$ cat config.mk
export PLATFORM = sky130hd
export DESIGN_NAME = mux_scan_sequencer
export DESIGN_NICKNAME = d
export VERILOG_FILES = /design/src/rtl/mux_scan_sequencer_pkg.sv /design/src/rtl/mux_scan_sequencer_dwell_timer.sv /design/src/rtl/mux_scan_sequencer.sv
export SDC_FILE = /design/constraint.sdc
export NUM_CORES = 1
export LEC_CHECK = 0
export BUFFER_PORTS_ARGS = -buffer_cell sky130_fd_sc_hd__buf_2
export CORE_MARGIN = 8
export CORE_UTILIZATION = 54
export DETAILED_ROUTE_END_ITERATION = 16
export PLACE_DENSITY = 0.83
export SETUP_SLACK_MARGIN = 0.5
export SKIP_CTS_REPAIR_TIMING = 1
export SLEW_MARGIN = 10
export SYNTH_ARGS = -nofsm -noshare
export SYNTH_HDL_FRONTEND = slang
export SYNTH_SLANG_ARGS = --single-unit
$ cat constraint.sdc
create_clock -name clk -period 2.3 [get_ports clk]
set_input_delay 0.345 -clock clk [delete_from_list [all_inputs] [get_ports clk]]
set_output_delay 0.345 -clock clk [all_outputs]
set_load 0.02 [all_outputs]
$ cat src/rtl/mux_scan_sequencer_pkg.sv
// Shared definitions for the mux scan sequencer.
//   state_e       : FSM state encoding (IDLE=0, SETTLE=1, DONE=2)
//   DEF_N_CH      : default number of mux channels scanned
//   DEF_SEL_W     : default select width, log2(DEF_N_CH)
//   DEF_DWELL     : default clock cycles sel is held per channel
//   cnt_width()   : dwell counter width for a given dwell, never below 1
package mux_scan_sequencer_pkg;

  typedef enum logic [1:0] {
    S_IDLE   = 2'd0,
    S_SETTLE = 2'd1,
    S_DONE   = 2'd2
  } state_e;

  localparam int DEF_N_CH  = 4;
  localparam int DEF_SEL_W = 2;
  localparam int DEF_DWELL = 20;

  // A dwell of 1 still needs a one-bit counter that simply stays at zero.
  function automatic int cnt_width(input int dwell);
    return (dwell > 1) ? $clog2(dwell) : 1;
  endfunction

endpackage

$ cat src/rtl/mux_scan_sequencer_dwell_timer.sv
// Dwell timer: presets to DWELL-1 on load, counts down to zero on dec, and
// holds at zero until the next load.
// Ports:
//   clk   in  1  system clock, rising edge
//   rst_n in  1  asynchronous active-low reset (counter clears to 0)
//   load  in  1  preset the counter to DWELL-1 (wins over dec)
//   dec   in  1  decrement by one when not already zero
//   zero  out 1  counter is zero: the current dwell has elapsed
module dwell_timer #(
  parameter int DWELL = 20,
  parameter int CNT_W = 5
) (
  input  logic clk,
  input  logic rst_n,
  input  logic load,
  input  logic dec,
  output logic zero
);

  logic [CNT_W-1:0] cnt_q;
  logic [CNT_W-1:0] cnt_d;

  always_comb begin
    // NOTE: every combinational output gets a default first, so no path
    // leaves it unassigned and no latch is inferred.
    cnt_d = cnt_q;
    if (load) begin
      cnt_d = CNT_W'(DWELL - 1);
    end else if (dec && (cnt_q != '0)) begin
      cnt_d = cnt_q - CNT_W'(1);
    end
  end

  // NOTE: sequential state uses non-blocking assignments only, so every flop
  // samples its _d value from before the edge regardless of block order.
  always_ff @(posedge clk or negedge rst_n) begin
    if (!rst_n) begin
      cnt_q <= '0;
    end else begin
      cnt_q <= cnt_d;
    end
  end

  assign zero = (cnt_q == '0);

endmodule

$ cat src/rtl/mux_scan_sequencer.sv
// Mux scan sequencer: walks the select lines of an N_CH:1 mux through every
// channel, holds each one for DWELL cycles, samples the fed-back mux output
// at the end of each dwell and publishes the assembled word with a one-cycle
// done pulse. With a mux computing y = d[sel], word_out ends up equal to d.
// Ports:
//   clk        in  1      system clock, rising edge
//   rst_n      in  1      asynchronous active-low reset
//   start      in  1      scan request, honoured only in IDLE
//   continuous in  1      rescan automatically after DONE (sampled in DONE)
//   abort      in  1      cancel a scan in progress; blocks start in IDLE
//   y_in       in  1      mux output fed back
//   sel        out SEL_W  registered mux select
//   busy       out 1      high in SETTLE and DONE
//   done       out 1      high for the single DONE cycle
//   word_out   out N_CH   last completed word; bit i sampled while sel==i
module mux_scan_sequencer
  import mux_scan_sequencer_pkg::*;
#(
  parameter int N_CH  = DEF_N_CH,
  parameter int SEL_W = DEF_SEL_W,
  parameter int DWELL = DEF_DWELL
) (
  input  logic             clk,
  input  logic             rst_n,
  input  logic             start,
  input  logic             continuous,
  input  logic             abort,
  input  logic             y_in,
  output logic [SEL_W-1:0] sel,
  output logic             busy,
  output logic             done,
  output logic [N_CH-1:0]  word_out
);

  localparam int               CNT_W    = cnt_width(DWELL);
  localparam logic [SEL_W-1:0] SEL_LAST = SEL_W'(N_CH - 1);

  state_e           state_q, state_d;
  logic [SEL_W-1:0] sel_q, sel_d;
  // The last channel's bit goes straight into word_out, so the shadow only
  // holds the channels before it.
  logic [N_CH-2:0]  shadow_q, shadow_d;
  logic [N_CH-1:0]  word_q, word_d;
  logic             tmr_load, tmr_dec, tmr_zero;

  dwell_timer #(
    .DWELL (DWELL),
    .CNT_W (CNT_W)
  ) u_dwell_timer (
    .clk   (clk),
    .rst_n (rst_n),
    .load  (tmr_load),
    .dec   (tmr_dec),
    .zero  (tmr_zero)
  );

  always_comb begin
    state_d  = state_q;
    sel_d    = sel_q;
    shadow_d = shadow_q;
    word_d   = word_q;
    tmr_load = 1'b0;
    tmr_dec  = 1'b0;

    unique case (state_q)
      S_IDLE: begin
        sel_d = '0;
        // abort in IDLE suppresses a simultaneous start.
        if (start && !abort) begin
          state_d  = S_SETTLE;
          tmr_load = 1'b1;
        end
      end

      S_SETTLE: begin
        // abort outranks both the capture and the completion on this edge.
        if (abort) begin
          state_d = S_IDLE;
          sel_d   = '0;
        end else if (!tmr_zero) begin
          tmr_dec = 1'b1;
        end else if (sel_q != SEL_LAST) begin
          for (int i = 0; i < N_CH - 1; i++) begin
            if (sel_q == SEL_W'(i)) shadow_d[i] = y_in;
          end
          sel_d    = sel_q + SEL_W'(1);
          tmr_load = 1'b1;
        end else begin
          // Only publish point for word_out: a scan cut short by abort or
          // reset never reaches here.
          state_d = S_DONE;
          word_d  = {y_in, shadow_q};
        end
      end

      S_DONE: begin
        sel_d = '0;
        if (abort) begin
          state_d = S_IDLE;
        end else if (continuous) begin
          state_d  = S_SETTLE;
          tmr_load = 1'b1;
        end else begin
          state_d = S_IDLE;
        end
      end

      default: begin
        state_d = S_IDLE;
        sel_d   = '0;
      end
    endcase
  end

  always_ff @(posedge clk or negedge rst_n) begin
    if (!rst_n) begin
      state_q <= S_IDLE;
      sel_q   <= '0;
      // NOTE: shadow and word_out are plain flops, not a RAM, so resetting
      // them is cheap and guarantees no stale bits leak out after reset.
      shadow_q <= '0;
      word_q   <= '0;
    end else begin
      state_q  <= state_d;
      sel_q    <= sel_d;
      shadow_q <= shadow_d;
      word_q   <= word_d;
    end
  end

  assign sel      = sel_q;
  assign busy     = (state_q != S_IDLE);
  assign done     = (state_q == S_DONE);
  assign word_out = word_q;

endmodule
# Yosys cells after proc, flatten, opt, wreduce, memory -nomap -nowiden
# Index checks and enable logic that the tools add are counted.
# word_totals
regBits	16
in_bits	6
# op_classes
addsub	2
eq_ne	9
muxes	23
bitwise	2
reduce_logical	15
# ops
op	n
$mux W2	8
$reduce_and A5 Y1	3
$mux W1	11
$mux W5	2
$ne A3 B3 Y1 const B	3
$pmux W2 S3	1
$logic_not A5 Y1	1
$reduce_bool A5 Y1	1
$sub A5 B1 Y5 const B	1
$eq A2 B1 Y1 const B	2
$eq A2 B2 Y1 const B	2
$logic_not A2 Y1	2
$ne A2 B2 Y1 const B	2
$reduce_and A4 Y1	1
$reduce_bool A2 Y1	2
$pmux W1 S3	1
$reduce_and A3 Y1	1
$add A2 B1 Y2 const B	1
$logic_and A1 B1 Y1	2
$not A1 Y1	2
$reduce_and A2 Y1	1
$logic_not A1 Y1	1

# Depth between registers and ports, before layout
# depth
depth_word	7
depth_mapped	6

# Cells and area by module
# Synthesis repeated with hierarchy kept, for this count alone.
# unflattened
hier_cells	71
hier_area_um2	853.3
# modules_own_cells
mod	instances	cells_per_inst	area_per_inst_um2	seq_area_each_um2
mux_scan_sequencer	1	45	569.3	275.3
dwell_timer	1	26	284.0	125.1

# Least setup slack after synthesis
# No wires, ideal clock.
# synth_path
path_type	register -> register
startpoint	reg state_q[1]
endpoint	reg u_dwell_timer.cnt_q[3]
setup_ps	82
arrival_time_ps	1621
required_ps	2218
path_slack_ps	597
path_stages_with_launch	6
synth_period_minus_slack_ps	1703
path_cell_list	dfrtp_1 buf_6 or3b_4 buf_6 or4_4 a22oi_2
# synth_via
elab_chain_len	4
# synth_rtl
item	line_no	source
from (decl)	mux_scan_sequencer.sv:38	state_e state_q, state_d;
from (signal assigned)	mux_scan_sequencer.sv:124	state_q <= state_d;
$eq A2 B1 Y1	mux_scan_sequencer.sv:65	unique case (state_q)
$mux W1	mux_scan_sequencer.sv:65	
$logic_and A1 B1 Y1	mux_scan_sequencer_dwell_timer.sv:29	end else if (dec && (cnt_q != '0)) begin
$reduce_bool A2 Y1 (no line)	-	
to (signal assigned)	mux_scan_sequencer_dwell_timer.sv:40	cnt_q <= cnt_d;
to (decl)	mux_scan_sequencer_dwell_timer.sv:20	logic [CNT_W-1:0] cnt_q;
# Parallel ways exist; a longest one is shown, timed or not.
# A chain may end at the register's enable or synchronous reset.

# Worst setup path in the final report
# Ends and elaborated chain as after synthesis.

==> results.md <==
* Final Setup Violations at 0
* Register Area at 400 um^2
* Seq/Total Area, Yosys at 45.3%
* Worst setup EP type: flip-flop
* Top cells by area, synth: dfrtp_1 45%, mux2_2 8.9%, ha_1 8.5%
* IO Pins at 14
* Ys async rst share at 100%
* Worst Skew at 0.00250 ns
* Vias in the first global route at 630
* Clock transition at path regs at 0.09 ns
* Wire per inst at 15.7 um
* Vias per inst at 5.88
* Max_cap viols at 0
* Min-Delay Path Class: in -> reg
* Placed Area at 957 um^2
* Final setup TNS at 0 ns
* EDFF count, synth at 0
* Final period utilization at 74.2%
* First-pass GRT wire length at 2.97 mm
* CTS tree: built
* Slew headroom at 76.3%
* Tmin final at 1.71 ns
* Num CTS Buffers at 3
* Starting Density at 58.0%
* Worst Setup Path Type: reg -> reg
* CP required at 2.51 ns
* Clock power frac at 30.9%
* Pins over their slew limit at 0
* FF+latch count, synth at 16
* Worst-margin pin slew at 0.355 ns
* Status: finished clean
* Syn Inst Count at 79
* Seq pwr share at 53.6%
* Fin area at 0.00102 mm^2
* VDD IR max at 0.000331 V
* Yosys cell types at 30
* Layout cells sized above 1 at 39.6%
* Buffer type at the clock tree root: clkbuf_4
* Row count at 14
* Ant. Diodes at 0
* Post-synth top area share at 45.3%
* Clock Tree Buf Depth at 2
* DP Wirelength at 1.32 mm
* Multi-input gate area at 452 um^2
* Worst r2r src: state_q[1]
* Iteration-0 DRC Markers at 11
* Count leader, synth: dfrtp_1
* P_sw at 0.160 mW
* Pin count of the biggest net entering global routing at 17
* Sw Share at 26.7%
* Main synth FF type: dfrtp_1
* Int Power at 0.440 mW
* Arrival time at the worst endpoint at 1.92 ns
* Die Footprint at 0.00319 mm^2
* Fill cells at 123
* DP Cell Count at 107
* Post-route core utilization at 67.2%
* Pwr/cell area at 585 mW/mm^2
* RSZ-0062 raised after global routing: true
* Ys Warns at 0
* Startpoint types: flip-flop
* Post-Route WL at 1.76 mm
* Vias post-DR at 658
* Pwr Total at 0.599 mW
* Worst skew pair latency at 0.29 ns
* Mapped cell area at 885 um^2
* Crit path launch: state_q[1]
* Fin cells at 112
* Num Clock Sinks at 16
* Final hold violations at 0
* Antenna violations before repair at 0
* Synth Area per Inst at 11.2 um^2
* Logic pwr share at 15.5%
* GRT Util Overall at 11.5%
* GP Congestion at 0.798
* Layout Nets at 109
* H-tree Lvls at 1
* TritonRoute pass-1 iters at 3
* Leakage Power at 0.517 nW
* Post-route antenna net violation count at 0
* Worst Path Max Fanout at 8
* Area delta synth->final at 15.8%
* Core area at 0.00152 mm^2
* Total global routing overflow at 0
* Most frequent cells after synthesis: 16 x dfrtp_1, 7 x inv_1, 7 x mux2_2
* Buffers on Ports at 13
* Synth area leader: dfrtp_1
* Fmax at 586 MHz
* Syn_nets at 91
* DR DRC count at 0
* Die Wd at 56.5 um
* Hold path start: y_in
* Die height at 56.5 um
==> sequential cells by signal, summed over array words and instances, names as in the netlist <==
name,flops
state_q,2
shadow_q,3
sel,2
u_dwell_timer.cnt_q,5
word_out,4
==> logic make-up (layout without fill, tap and decap cells) <==
logic type / after synthesis / count (layout) / share of synthesized area [%]
fa+ha+maj: 6 / 6 / 8.49
simple gates: 21 / 21 / 17.1
flops: 16 / 16 / 45.3
buf+inv: 10 / 27 / 6.08
mux: 7 / 7 / 8.91
compound gates: 19 / 19 / 14.1
==> final timing paths <==
| path | endpoint | cells past startpoint | slack [ns] |
|---|---|---|---|
| max | u_dwell_timer.cnt_q[3] | 3 | 0.59 |
| min | word_out[3] | 2 | 0.34 |
| max reg2reg | u_dwell_timer.cnt_q[3] | 3 | 0.59 |
| min reg2reg | word_out[2] | 1 | 0.51 |
| max in group asynchronous | shadow_q[0] | 2 | 1.55 |
| min in group asynchronous | u_dwell_timer.cnt_q[1] | 2 | 0.50 |
==> critical path: stages (launching register included) <==
cell	delay, ns
dfrtp_1	0.49
or3b_4	0.48
or4_4	0.52
a22oi_2	0.14
==> power groups by stage <==
stage | Combinational [mW] | Sequential, mW | Clock, mW
2_1_floorplan | 0.0670 | 0.318 | 0
3_3_place_gp | 0.0883 | 0.322 | 0
3_5_place_dp | 0.0909 | 0.324 | 0
4_1_cts | 0.0912 | 0.318 | 0.192
5_1_grt | 0.109 | 0.323 | 0.201
6_report | 0.0931 | 0.321 | 0.185
==> through the flow <==
step / setup WS (ns) / hold WS [ns]
after detailed placement: 0.413 / 0.278
after floorplan: 0.597 / 0.0494
final: 0.593 / 0.343
after global placement: 0.513 / 0.271
after CTS: 0.393 / -0.0416
after global routing: 0.464 / 0.343
==> area by class of cell <==
class,instances,share of cell area [%]
inverter,7,2.56
multi-input combinational,53,44.1
sequential,16,39.1
tap,16,1.95
timing repair buffer,16,8.79
clock buffer,4,3.54
==> per-layer routing <==
layer / global-route usage [%] / up-vias / share of wire (%)
met5: 0 / - / 0
met4: 5.15 / 0 / 1.7
met3: 4.94 / 4 / 6.4
met2: 17.7 / 13 / 47
met1: 13.4 / 318 / 45
li1: - / 323 / -
==> cells in the final DEF (no fill, tap or decap) <==
| cell | count |
|---|---|
| a21oi_1 | 5 |
| or3_1 | 1 |
| nor3b_1 | 1 |
| nand2b_1 | 1 |
| dlygate4sd3_1 | 1 |
| dfrtp_1 | 16 |
| nor3b_2 | 1 |
| ha_1 | 6 |
| and2b_2 | 1 |
| and3_1 | 2 |
| a22oi_1 | 1 |
| a31oi_1 | 1 |
| or3b_4 | 1 |
| buf_2 | 13 |
| or4_1 | 1 |
| or4_4 | 1 |
| clkbuf_8 | 1 |
| o21ai_0 | 4 |
| mux2_2 | 7 |
| nor3_1 | 1 |
| a311o_2 | 1 |
| or2_2 | 1 |
| or4b_4 | 1 |
| a22oi_2 | 1 |
| o22ai_1 | 4 |
| and2b_1 | 1 |
| a311oi_2 | 1 |
| nand3_2 | 1 |
| nand3_1 | 5 |
| a21o_2 | 1 |
| nor4b_2 | 1 |
| inv_1 | 7 |
| clkbuf_4 | 3 |
| buf_4 | 2 |
No activity file was read; power rests on OpenSTA's default activity.
